$ cat config.mk
export PLATFORM = sky130hd
export DESIGN_NAME = tdd_sched
export DESIGN_NICKNAME = d
export VERILOG_FILES = /design/src/rtl/tdd_pkg.sv /design/src/rtl/tdd_sched_seg_cnt.sv /design/src/rtl/tdd_sched.sv
export SDC_FILE = /design/constraint.sdc
export NUM_CORES = 1
export LEC_CHECK = 0
export BUFFER_PORTS_ARGS = -buffer_cell sky130_fd_sc_hd__buf_4
export CAP_MARGIN = 20
export CORE_UTILIZATION = 30
export CTS_CLUSTER_SIZE = 28
export DETAILED_ROUTE_END_ITERATION = 10
export SLEW_MARGIN = 20
export SYNTH_ARGS = -nofsm -noshare
export SYNTH_HDL_FRONTEND = slang
export SYNTH_HIERARCHICAL = 1
export SYNTH_SLANG_ARGS = --single-unit
$ cat constraint.sdc
create_clock -name clk -period 8.3 [get_ports clk]
set_input_delay 2.075 -clock clk [delete_from_list [all_inputs] [get_ports clk]]
set_output_delay 2.075 -clock clk [all_outputs]
set_load 0.03 [all_outputs]
$ cat src/rtl/tdd_pkg.sv
// rtl/tdd_pkg.sv - shared types, defaults and helpers for the TDD frame scheduler
package tdd_pkg;
  localparam int CW_DEF = 24;
  localparam int FW_DEF = 16;

  typedef enum logic [2:0] {ST_IDLE, ST_RX, ST_GRT, ST_TX, ST_GTR} tdd_state_t;

  function automatic logic [31:0] pa_clamp(input logic [31:0] lead, input logic [31:0] gap);
    return (lead < gap) ? lead : gap;
  endfunction

  // Segment index within a frame: 0=RX, 1=GRT, 2=TX, 3=GTR
  function automatic tdd_state_t seg_state(input logic [1:0] idx);
    case (idx)
      2'd0:    return ST_RX;
      2'd1:    return ST_GRT;
      2'd2:    return ST_TX;
      default: return ST_GTR;
    endcase
  endfunction
endpackage

$ cat src/rtl/tdd_sched_seg_cnt.sv
// rtl/tdd_sched_seg_cnt.sv - ce-qualified loadable down-counter with zero flag
module tdd_seg_cnt #(
  parameter int CW = 24
) (
  input  logic          clk,
  input  logic          rst,
  input  logic          load,
  input  logic          ce,
  input  logic [CW-1:0] load_val,
  output logic [CW-1:0] count_nxt,
  output logic          zero
);
  logic [CW-1:0] count;

  // Next value is exported so registered decodes can look one cycle ahead
  always_comb begin
    count_nxt = count;
    if (load)
      count_nxt = load_val;
    else if (ce && count != '0)
      count_nxt = count - CW'(1);
  end

  always_ff @(posedge clk) begin
    if (rst) count <= '0;
    else     count <= count_nxt;
  end

  assign zero = (count == '0);
endmodule

$ cat src/rtl/tdd_sched.sv
// rtl/tdd_sched.sv - TDD frame scheduler: RX/guard/TX/guard sequencing, stream gates and RF controls
module tdd_sched
  import tdd_pkg::*;
#(
  parameter int CW = CW_DEF,
  parameter int FW = FW_DEF
) (
  input  logic          clk,
  input  logic          rst,
  input  logic          en,
  input  logic          start,
  input  logic          ce,
  input  logic [CW-1:0] rx_len,
  input  logic [CW-1:0] gap_rt,
  input  logic [CW-1:0] tx_len,
  input  logic [CW-1:0] gap_tr,
  input  logic [CW-1:0] pa_lead,
  input  logic [FW-1:0] n_frames,
  output logic          rx_gate,
  output logic          tx_gate,
  output logic          tx_rx,
  output logic          pa_en,
  output logic          rf_sw,
  output logic          frame_start,
  output logic          busy,
  output logic [FW-1:0] frame_cnt,
  output logic          cfg_err
);
  tdd_state_t    state, state_n;
  logic [CW-1:0] in_len [4];
  logic [CW-1:0] sh_len [4];
  logic [CW-1:0] sh_lead, in_lead, lead_eff, load_val, cnt_nxt;
  logic [FW-1:0] cnt_inc;
  logic [1:0]    cur_idx, first_idx, nxt_idx;
  logic          nxt_found, cfg_zero, latch, load, fs_n, frame_done, err_set, run_clr, cnt_zero;

  assign in_len[0] = rx_len;
  assign in_len[1] = gap_rt;
  assign in_len[2] = tx_len;
  assign in_len[3] = gap_tr;
  assign in_lead   = CW'(pa_clamp(32'(pa_lead), 32'(gap_rt)));
  assign lead_eff  = latch ? in_lead : sh_lead;
  assign cfg_zero  = (rx_len == '0) && (tx_len == '0);
  assign cnt_inc   = (&frame_cnt) ? frame_cnt : frame_cnt + FW'(1);
  assign rf_sw     = tx_rx;

  tdd_seg_cnt #(.CW(CW)) u_seg_cnt (
    .clk      (clk),
    .rst      (rst),
    .load     (load),
    .ce       (ce),
    .load_val (load_val),
    .count_nxt(cnt_nxt),
    .zero     (cnt_zero)
  );

  always_comb begin
    cur_idx = 2'd0;
    case (state)
      ST_GRT:  cur_idx = 2'd1;
      ST_TX:   cur_idx = 2'd2;
      ST_GTR:  cur_idx = 2'd3;
      default: cur_idx = 2'd0;
    endcase
  end

  // Zero-length segments are skipped by searching for the next non-zero one
  always_comb begin
    first_idx = 2'd3;
    for (int i = 3; i >= 0; i--)
      if (in_len[i] != '0) first_idx = 2'(i);
    nxt_found = 1'b0;
    nxt_idx   = 2'd0;
    for (int i = 3; i >= 0; i--)
      if (i > int'(cur_idx) && sh_len[i] != '0) begin
        nxt_found = 1'b1;
        nxt_idx   = 2'(i);
      end
  end

  always_comb begin
    state_n    = state;
    latch      = 1'b0;
    load       = 1'b0;
    load_val   = '0;
    fs_n       = 1'b0;
    frame_done = 1'b0;
    err_set    = 1'b0;
    run_clr    = 1'b0;
    case (state)
      ST_IDLE: begin
        if (start && en) begin
          if (cfg_zero) begin
            err_set = 1'b1;
          end else begin
            latch    = 1'b1;
            run_clr  = 1'b1;
            fs_n     = 1'b1;
            load     = 1'b1;
            load_val = in_len[first_idx] - CW'(1);
            state_n  = seg_state(first_idx);
          end
        end
      end
      default: begin
        if (ce && cnt_zero) begin
          if (nxt_found) begin
            load     = 1'b1;
            load_val = sh_len[nxt_idx] - CW'(1);
            state_n  = seg_state(nxt_idx);
          end else begin
            frame_done = 1'b1;
            if (!en || cfg_zero || (n_frames != '0 && cnt_inc == n_frames)) begin
              state_n = ST_IDLE;
            end else begin
              latch    = 1'b1;
              fs_n     = 1'b1;
              load     = 1'b1;
              load_val = in_len[first_idx] - CW'(1);
              state_n  = seg_state(first_idx);
            end
          end
        end
      end
    endcase
  end

  always_ff @(posedge clk) begin
    if (rst) begin
      state       <= ST_IDLE;
      for (int i = 0; i < 4; i++) sh_len[i] <= '0;
      sh_lead     <= '0;
      frame_cnt   <= '0;
      cfg_err     <= 1'b0;
      rx_gate     <= 1'b0;
      tx_gate     <= 1'b0;
      tx_rx       <= 1'b0;
      pa_en       <= 1'b0;
      busy        <= 1'b0;
      frame_start <= 1'b0;
    end else begin
      state <= state_n;
      if (latch) begin
        for (int i = 0; i < 4; i++) sh_len[i] <= in_len[i];
        sh_lead <= in_lead;
      end
      if (run_clr)         frame_cnt <= '0;
      else if (frame_done) frame_cnt <= cnt_inc;
      if (err_set) cfg_err <= 1'b1;
      // Outputs decode the next state so they line up with the state register
      rx_gate     <= (state_n == ST_RX);
      tx_gate     <= (state_n == ST_TX);
      tx_rx       <= (state_n == ST_GRT) || (state_n == ST_TX);
      pa_en       <= (state_n == ST_TX) || ((state_n == ST_GRT) && (cnt_nxt < lead_eff));
      busy        <= (state_n != ST_IDLE);
      frame_start <= fs_n;
    end
  end
endmodule

==> impl_results.md <==
* Syn Nets at 1610
* Worst Tran Pin Value at 1.12 ns
* Die Y at 206 µm
* Crit-path max FO at 5
* CTS root buf: clkbuf_16
* Finish-stage setup viols at 0
* DR WL/cell at 23.9 µm
* Max incr delay on CP at 0.58 ns
* Tmin final at 7.68 ns
* Register area at 4360 µm²
* CTS tree: yes
* Fin nets at 1770
* Syn Area/Cell at 8.82 µm²
* Area of the multi-input gates at 7630 µm²
* Core Region at 40900 µm²
* #FFs+latches synth at 170
* VDD IR-drop max at 0.124 mV
* Mux share of post-synthesis cell area at 0.0546
* Post-CTS setup buffer count at 0
* Grt met3 use at 0.0453
* Die Footprint at 42500 µm²
* Total gr overflow at 0
* Num Clock Sinks at 170
* DP HPWL at 40.4 mm
* Family with the most delay on the worst path: compound AO/OA/AOI/OAI gates
* CP required at 8.66 ns
* CP Buf/Inv Count at 3
* Post-synth cell types at 95
* Gate Count Post-Synth at 1416
* Synth area leader: edfxtp_1
* Post-DRT Antenna Nets at 0
* Simple-gate share of the synthesized area at 0.269
* Power Dens Cells at 234 nW/µm²
* Commonest cells in the netlist: nor2_1, nand2_1, edfxtp_1
* # fillers at 4209
* Area contributors post-synth: edfxtp_1, dfxtp_1, ha_1, and3_1, nor2_1
* Row Count at 74
* Total track usage at 0.238
* Number of H-tree levels at 4
* I/O Buffers at 164
* First-pass GRT wire length at 74.9 mm
* Initial DRT Pass Iterations at 8
* Final WL at 50.8 mm
* Final instance area at 15100 µm²
* Initial antenna violation count at 1
* Sequential area share after synthesis at 0.349
* Most common cell on crit path: a21o_1
* Slew Viols, Final at 0
* Num CTS Buffers at 17
* Data arrival, critical path at 8.05 ns
* CTS Hold Bufs at 0
* Largest net degree at the start of global routing at 77
* Top FF cell, synth: edfxtp_1
* Place WS at 0.166 ns
* Drt drc at 0
* Max-Cap Viols at 0
* Final core occ at 0.369
* GR Util met2 at 0.373
* Reg clk slew, reported paths at 0.08 ns
* Mapped cell area at 12500 µm²
* Worst setup margin at 0.615 ns
* Ports at 165
* GP Congestion at 1.03
* RSZ-0062 raised after global routing: false
* Number of global-route vias before repair at 11800
* Final Non-Filler Cells at 2123
* P&R area growth vs syn at 21.0%
* Starting density of the core at 0.305
* Slew margin rel. at 0.245
* Share of layout cells above drive strength 1 at 0.209
* Sum of negative setup slack at 0 ns
* Post-Place Cell Area at 14500 µm²
* Type of the worst setup path: primary input to register
* Synth Area in Adders at 0.0531
* Post-synth EDFFs at 96
* Run status: completed
* Final hold vios at 0
* Clock Latency Late Sink at 0.46 ns
* Period utilization at 0.926
* Compound-Gate Fraction of Synth Area at 0.185
* Die span in x at 206 µm
* Fraction of registers with async set/reset at 0
* Synth top area share at 0.231
* Xor/xnor cell area share of the yosys netlist at 0.0456
* Largest family of logic cells by synthesized area: simple AND/OR/NAND/NOR gates
* Max Clk Rate at 130 MHz
* Drt initial violations at 1205
* Met1 Use GR at 0.316
* Setup Skew at 0.0159 ns
* LEAKAGE at 6.10 nW
* Most used routing layer: met2
* Count leader, synth: nor2_1
* Vias at 12400
* Setup crit start kind: primary input
* Hold Crit Class: register to register
* Dpl cells at 2089
* Via density at 5.82
* Slowest cell on crit path: or4_1
* Clk buf depth at 2
* Critical Path Sink Type: register
* Post_cts resized at 0
* Yosys warning count at 6
-- cells by family (layout without fill, tap and decap cells) --
| logic type | count (synthesis) | count (layout) |
|---|---|---|
| other | 0 | 2 |
| buffers and inverters | 131 | 304 |
| xor gates and xnor gates | 65 | 65 |
| AOI/OAI and AO/OA | 329 | 329 |
| DFF | 170 | 170 |
| and+or+nand+nor | 604 | 604 |
| adders and majority gates | 53 | 53 |
| muxes | 64 | 64 |
-- per-layer routing --
metal	wire (µm)	part of all wire	vias to the layer above
met5	17	0.00033	-
met4	2080	0.041	2
met3	3780	0.074	99
met2	22800	0.45	602
met1	22100	0.44	5934
li1	-	-	5720
-- where the power goes --
group	total (mW)	leakage [nW]	internal, mW	switching, mW
logic	1.57	4.18	0.589	0.984
registers	1.10	1.62	1.00	0.102
clock network	0.856	0.301	0.439	0.417
total	3.53	6.10	2.03	1.50
-- state kept, by name, indices dropped and copies added, names as in the netlist --
| name | count |
|---|---|
| frame_start | 1 |
| rf_sw | 1 |
| state | 3 |
| busy | 1 |
| cfg_err | 1 |
| sh_lead | 24 |
| u_seg_cnt/count | 24 |
| sh_len | 96 |
| rx_gate | 1 |
| tx_gate | 1 |
| pa_en | 1 |
| frame_cnt | 16 |
-- worst register-to-register path, delay by kind of cell, from the launching register on --
kind,cells,cell delay (ns)
AO/OA/AOI/OAI,16,4.21
AND/OR/NAND/NOR,7,1.79
flip-flops,1,0.43
adder cells (fa/ha/maj),2,0.42
XOR/XNOR,1,0.30
buffers and inverters,1,0.10
-- placed cells by master, fill, tap and decap left out, types with 13 or more instances in the layout --
cell / netlist / routed
a211oi_1: 15 / 14
nand3_1: 26 / 26
nand2_1: 115 / 115
buf_4: 2 / 216
dfxtp_1: 74 / 74
xnor2_1: 34 / 34
ha_1: 53 / 53
and3_1: 78 / 78
mux2_2: 28 / 28
inv_1: 54 / 54
o211ai_1: 17 / 17
mux2i_1: 34 / 34
a311oi_1: 20 / 20
nand2b_1: 13 / 13
a21o_1: 29 / 28
nand4_1: 32 / 32
a21oi_1: 80 / 80
nor3_1: 52 / 52
and2_1: 21 / 21
clkbuf_16: 0 / 19
xor2_1: 31 / 31
nor2_1: 128 / 128
nor4_1: 42 / 42
o21ai_0: 38 / 37
o22ai_1: 17 / 17
edfxtp_1: 96 / 96
-- layout make-up --
type | count | share of cell area
diodes | 2 | 0.000331
clock inverters | 13 | 0.00944
multi-input cells | 1115 | 0.505
inverters | 56 | 0.0139
clock buffers | 19 | 0.0315
repair buffers | 216 | 0.107
well taps | 532 | 0.0440
flip-flops and latches | 170 | 0.289
-- stage by stage --
stage | total power, mW | hold WS [ns]
3_3_place_gp | 2.64 | 0.457
2_1_floorplan | 2.16 | 0.461
6_report | 3.53 | 0.493
4_1_cts | 3.51 | 0.500
5_1_grt | 3.71 | 0.529
3_5_place_dp | 2.65 | 0.479
-- final timing paths --
path / start / endpoint / slack [ns] / depth (start not counted)
setup / recovery: gap_rt[1] / pa_en$_SDFF_PP0_ / 0.62 / 28
hold / removal: cfg_err$_SDFFE_PP0P_ / cfg_err$_SDFFE_PP0P_ / 0.49 / 2
setup reg to reg: sh_len[2][21]$_SDFFCE_PN0P_ / pa_en$_SDFF_PP0_ / 0.94 / 27
hold reg to reg: cfg_err$_SDFFE_PP0P_ / cfg_err$_SDFFE_PP0P_ / 0.49 / 2
(Power assumes the default switching activity.)
